--- src/rtl/pipelined_rca.sv ---
// Pipelined ripple-carry adder/subtractor: STAGES chunks of WIDTH/STAGES bits, carry registered between stages.
// Optional build macro PIPELINED_RCA_SAT_EN saturates sum to the signed extreme on overflow.
module pipelined_rca #(
  parameter int WIDTH  = 32,
  parameter int STAGES = 4
) (
  input  logic             clk,
  input  logic             rst,
  input  logic             in_valid,
  output logic             in_ready,
  input  logic [WIDTH-1:0] a,
  input  logic [WIDTH-1:0] b,
  input  logic             cin,
  input  logic             sub,
  output logic             out_valid,
  input  logic             out_ready,
  output logic [WIDTH-1:0] sum,
  output logic             cout,
  output logic             ovf
);
  localparam int CW = WIDTH / STAGES;

  if (STAGES < 1 || (WIDTH % STAGES) != 0) begin : g_cfg_check
    $error("pipelined_rca: WIDTH must be a positive multiple of STAGES");
  end

  logic             en;
  logic [WIDTH-1:0] b_eff;
  logic             c0;

  // The whole pipe moves as one; it only freezes when the output is held.
  assign en       = !out_valid || out_ready;
  assign in_ready = en;
  assign b_eff    = sub ? ~b : b;
  assign c0       = sub | cin;

  for (genvar gi = 0; gi < STAGES; gi++) begin : g_stage
    localparam int IW = WIDTH - gi * CW;   // operand bits still pending at this stage
    localparam int LW = (gi + 1) * CW;     // sum bits completed after this stage

    logic [IW-1:0] a_in;
    logic [IW-1:0] b_in;
    logic          c_in;
    logic          v_in;
    logic [CW:0]   chunk;
    logic [LW-1:0] s_cat;
    logic [LW-1:0] s_next;
    logic          v_reg;
    logic          c_reg;
    logic [LW-1:0] s_reg;

    if (gi == 0) begin : g_head
      assign a_in  = a;
      assign b_in  = b_eff;
      assign c_in  = c0;
      assign v_in  = in_valid;
      assign s_cat = chunk[CW-1:0];
    end else begin : g_body
      assign a_in  = g_stage[gi-1].g_mid.a_up_reg;
      assign b_in  = g_stage[gi-1].g_mid.b_up_reg;
      assign c_in  = g_stage[gi-1].c_reg;
      assign v_in  = g_stage[gi-1].v_reg;
      assign s_cat = {chunk[CW-1:0], g_stage[gi-1].s_reg};
    end

    assign chunk = {1'b0, a_in[CW-1:0]} + {1'b0, b_in[CW-1:0]} + {{CW{1'b0}}, c_in};

    if (gi == STAGES - 1) begin : g_last
      logic ovf_next;
      logic ovf_reg;

      // Same-sign operands producing an opposite-sign result is exactly cin(MSB) ^ cout(MSB).
      assign ovf_next = (a_in[CW-1] == b_in[CW-1]) && (chunk[CW-1] != a_in[CW-1]);

`ifdef PIPELINED_RCA_SAT_EN
      assign s_next = ovf_next ? {a_in[CW-1], {(WIDTH-1){~a_in[CW-1]}}} : s_cat;
`else
      assign s_next = s_cat;
`endif

      always_ff @(posedge clk) begin
        if (rst) begin
          ovf_reg <= 1'b0;
        end else if (en) begin
          ovf_reg <= ovf_next;
        end
      end
    end else begin : g_mid
      logic [IW-CW-1:0] a_up_reg;
      logic [IW-CW-1:0] b_up_reg;

      assign s_next = s_cat;

      always_ff @(posedge clk) begin
        if (rst) begin
          a_up_reg <= '0;
          b_up_reg <= '0;
        end else if (en) begin
          a_up_reg <= a_in[IW-1:CW];
          b_up_reg <= b_in[IW-1:CW];
        end
      end
    end

    always_ff @(posedge clk) begin
      if (rst) begin
        v_reg <= 1'b0;
        c_reg <= 1'b0;
        s_reg <= '0;
      end else if (en) begin
        v_reg <= v_in;
        c_reg <= chunk[CW];
        s_reg <= s_next;
      end
    end
  end

  assign out_valid = g_stage[STAGES-1].v_reg;
  assign sum       = g_stage[STAGES-1].s_reg;
  assign cout      = g_stage[STAGES-1].c_reg;
  assign ovf       = g_stage[STAGES-1].g_last.ovf_reg;

endmodule

--- config.mk ---
export PLATFORM = sky130hd
export DESIGN_NAME = pipelined_rca
export DESIGN_NICKNAME = d
export VERILOG_FILES = /design/src/rtl/pipelined_rca.sv
export SDC_FILE = /design/constraint.sdc
export NUM_CORES = 1
export LEC_CHECK = 0
export ABC_AREA = 1
export CORE_MARGIN = 5
export CORE_UTILIZATION = 55
export DETAILED_ROUTE_END_ITERATION = 6
export PLACE_DENSITY = 0.84
export SLEW_MARGIN = 20
export SYNTH_ARGS = -nofsm -noshare
export SYNTH_HDL_FRONTEND = slang
export SYNTH_SLANG_ARGS = --single-unit
--- constraint.sdc ---
create_clock -name clk -period 3.6 [get_ports clk]
set_input_delay 1.08 -clock clk [delete_from_list [all_inputs] [get_ports clk]]
set_output_delay 1.08 -clock clk [all_outputs]
set_load 0.005 [all_outputs]
# Word level (Yosys, flattened, before mapping)
# Index checks and enable logic that the tools add are counted.
[classes]
add_sub_neg = 8
n_eq_ne = 2
muxes = 1
bitwise = 2
n_reduce_logical = 3
[ops]
columns = ["cell", "n"]
rows = [
  ["adder 8 x 8 -> 9 bit", 4],
  ["adder 9 x 1 -> 9 bit", 4],
  ["two-way mux 32 bit", 1],
  ["inverter 32 bit", 1],
  ["== test 1 bit", 1],
  ["logical AND 1 bit", 1],
  ["logical NOT 1 bit", 1],
  ["logical OR 1 bit", 1],
  ["!= test 1 bit", 1],
  ["bitwise OR 1 bit", 1],
]
[totals]
reg_bits = 185
input_bits = 70
word_cells = 35

# Logic depth before layout (Yosys ltp)
[depth]
word_depth = 4
ltp_mapped = 14
ltp_nobuf = 12

# Worst setup path after synthesis
# Ideal clock, no wire load.
[synth_path]
path_kind = "input port to flip-flop"
from = "input port sub"
to = "register g_stage[0].s_reg[4]"
arrival_time_ns = 2.780
slack_ns = 0.706
stages = 12
path_buffers = 2
cell_sequence = "buf_4 buf_4 or2_2 fa_1 inv_1 fa_1 inv_1 nand3_1 nand2_1 xor2_1 o21bai_1 inv_1"
[synth_via]
elab_chain_len = 3
word_cells_on_any_way = 4
[synth_lines]
columns = ["element", "line_no", "text"]
rows = [
  ["start, declared", "14", "input logic sub,"],
  ["two-way mux 32 bit", "34", "assign b_eff = sub ? ~b : b;"],
  ["adder 8 x 8 -> 9 bit", "66", "assign chunk = {1'b0, a_in[CW-1:0]} + {1'b0, b_in[CW-1:0]} + {{CW{1'b0}}, c_in};"],
  ["adder 9 x 1 -> 9 bit *", "66", ""],
  ["end signal, assigned", "113", "s_reg <= s_next;"],
  ["end, declared", "50", "logic [LW-1:0] s_reg;"],
]
# Mark *: on every way between the ends. The rest lies on a longest branch, timed or not.
# A chain may end at the register's enable or synchronous reset.

# Worst setup path after layout
[layout_path]
from = "input port out_ready"
to = "output port in_ready"
[layout_via]
elab_chain_len = 1
[layout_lines]
columns = ["element", "line_no", "text"]
rows = [
  ["start, declared", "16", "input logic out_ready,"],
  ["logical OR 1 bit", "32", "assign en = !out_valid || out_ready;"],
  ["end, declared", "10", "output logic in_ready,"],
]
# Every way passes these cells.

==> summary.txt <==
Synth
  – Number of synthesized register bits: 185
  – Cells after synthesis: 1039
  – Seq/Total Area, Yosys: 45.6%
  – Post-synthesis average cell area: 7.81 um2
  – Number of warnings printed during yosys synthesis: 0
  – Post-synth net total: 1145
  – Distinct cell type count after synthesis: 32
  – Post-Syn Area: 8120 um2

STA
  – Worst relative slew slack: 33.4%
  – Slew at the pin closest to its max-slew limit: 0.999 ns
  – RSZ-0062 raised after global routing: false
  – Final Max Tran Viols: 0
  – Clock Skew: 0.00562 ns
  – Hold_ws: 0.449 ns
  – Highest Clock Rate: 299 MHz
  – Setup violation total in the final timing report: 0
  – Final critical path time including I/O delays and setup: 3.34 ns
  – Accumulated negative setup slack: 0 ns
  – Number of failing hold endpoints at the final stage: 0
  – Post-route clock period utilization: 92.8%

Clock tree
  – TritonCTS Buffers: 17
  – Number of clock sinks: 185
  – Max H-tree Level: 4
  – Worst-skew pair later-pin latency: 0.43 ns
  – Gates resized, CTS repair: 0
  – Number of hold buffers added after CTS: 0
  – CTS clock-pin slew for the worst setup and hold paths: 0.06 ns
  – Maximum buffer depth of the clock tree: 2
  – Post-CTS Setup Bufs: 0
  – Clock tree from TritonCTS: yes
  – Clock Root Buffer: sky130_fd_sc_hd__clkbuf_16

Final layout
  – Most common library cell in the layout ignoring fill and taps: sky130_fd_sc_hd__nor2_1
  – Inserted Diodes: 0
  – Share of cells above drive strength 1: 4.55%
  – Highest-count cells in the layout ignoring fill and taps: sky130_fd_sc_hd__nor2_1 (259), sky130_fd_sc_hd__dfxtp_1 (185), sky130_fd_sc_hd__o21ai_0 (144)
  – Final std cells w/o fill: 1306
  – Area added between synthesis and finish: 18.7%
  – Fill cell total of the finished layout: 1242
  – Final standard cell area without fillers: 9640 um2
  – Number of nets in the layout: 1215

Power
  – Total chip power: 0.00462 W
  – Static leakage: 4.64 nW
  – Total power density per cell area: 480 nW/um2
  – Worst IR drop on VDD: 388 uV

Detailed routing
  – Total wirelength of the detailed-routed design: 16.9 mm
  – Routed length per placed instance: 12.9 um
  – Detailed-route DRC error count: 0
  – Vias per inst: 5.14
  – Router iterations before antenna repair: 7
  – Total number of vias: 6716
  – Antenna-violating nets left: 0
  – 1st-iter DRT viols: 545

Placed design
  – Count of input and output buffers: 105
  – Placed Instance Area: 9100 um2
  – Placed Cells incl. Taps: 1274
  – Placed wire-length estimate: 11.1 mm
  – RD Place Congestion: 0.843

Global route
  – Maximum number of pins on one net before global-route repair: 232
  – Wire length of the first global-routing pass: 27.8 mm
  – Number of global-route vias before repair: 6030
  – Leftover overflow at the end of global routing: 0
  – Tot GR Track Use: 19.0%
  – Number of antenna violations at the first check in global routing: 0

Setup path
  – Worst EP arrival: 2.26 ns
  – Nature of the critical path endpoint: output pin
  – Largest fanout on the critical path: 2
  – Launching element type of the critical path: input port
  – Crit Path Class: input port to output pin
  – Capture point of the worst reg-to-reg path: g_stage[1].g_mid.a_up_reg[4]
  – Flop-to-flop setup slack: 1.40 ns
  – Reg2Reg Depth: 6
  – FF-to-FF Start: out_valid
  – Required time of the critical path: 2.52 ns

Floorplan
  – CORE AREA: 14500 um2
  – Die X-Extent: 131 um
  – Height of the chip: 131 um
  – Number of ports placed on the die boundary: 106
  – Die Area: 17300 um2
  – # rows: 44
  – Starting density of the core: 56.1%

Min path
  – Hold-critical path endpoint: g_stage[1].g_mid.b_up_reg[9]
  – Cell depth of the worst hold path: 2
  – Hold_sp: g_stage[0].g_mid.b_up_reg[17]
  – Classification of the worst-slack hold path: flip-flop to flip-flop

Outcome
  – Result of the run: finished, final reports clean

Job
  – Maxcap violations: 0
==> stage by stage <==
| step | util (%) | setup slack [ns] |
|---|---|---|
| 2_1_floorplan | - | 0.706 |
| 3_3_place_gp | 62.8 | 0.285 |
| 3_5_place_dp | 62.8 | 0.253 |
| 4_1_cts | 66.5 | 0.249 |
| 5_1_grt | 66.5 | 0.221 |
| 6_report | 66.5 | 0.258 |
==> logic make-up after synthesis <==
| group | Yosys count | share of synthesized area (%) |
|---|---|---|
| and+or+nand+nor | 393 | 19.8 |
| AOI/OAI and AO/OA | 250 | 15.9 |
| DFF | 185 | 45.6 |
| buffers and inverters | 135 | 8.08 |
| xor gates and xnor gates | 40 | 4.32 |
| adders and majority gates | 36 | 6.29 |
==> Yosys cell counts, drive strengths merged <==
cell type  instances  area, um2
xnor2             28        245
o211ai             1       12.5
buf               44        307
nand2b             4       25.0
xor2              12        105
a211oi             4       30.0
nand3             45        225
nor2             260        983
nand3b             3       33.8
fa                 8        160
inv               71        269
clkbuf            20       80.1
or2                4       25.0
a21oi             58        294
nand4              8       50.1
dfxtp            185       3700
o21bai             5       37.5
ha                28        350
a21o               3       22.5
nand2             69        262
o21ai            179        896
==> worst max path at each step <==
stage | endpoint | start | cells past startpoint | slack [ns]
floorplan | g_stage[0].s_reg[4] | sub | 12 | 0.71
CTS | in_ready | out_ready | 4 | 0.25
global placement | in_ready | out_ready | 4 | 0.29
global route | in_ready | out_ready | 4 | 0.22
finish | in_ready | out_ready | 4 | 0.26
detailed placement | in_ready | out_ready | 4 | 0.25
==> layer usage <==
metal  wire (um)  vias to the layer above  GRT usage [%]
met5           0                        -              0
met4         281                        0           6.11
met3        1060                       29           4.59
met2        7550                      184           29.5
met1        7980                     2995           26.2
li1            -                     3508              -
==> power breakdown <==
group / leakage [nW] / switching [W] / internal (W)
combinational: 2.85 / 0.000310 / 0.000293
clock: 0.271 / 0.000766 / 0.000947
sequential: 1.52 / 0.0000913 / 0.00221
==> final cells by class <==
class	count	area, um2	area share [%]
clock inverters	13	104	1.08
well taps	184	230	2.39
flip-flops and latches	185	3700	38.4
clock buffers	19	433	4.49
repair buffers	115	1130	11.8
inverters	71	274	2.84
multi-input cells	719	3760	39.0
==> worst max-delay path, stage by stage <==
cell and delay (ns):
sky130_fd_sc_hd__clkdlybuf4s50_1 0.46, sky130_fd_sc_hd__nor2_4 0.21, sky130_fd_sc_hd__inv_6 0.04, sky130_fd_sc_hd__clkdlybuf4s50_1 0.46
Power figures use the tool's default switching activity.
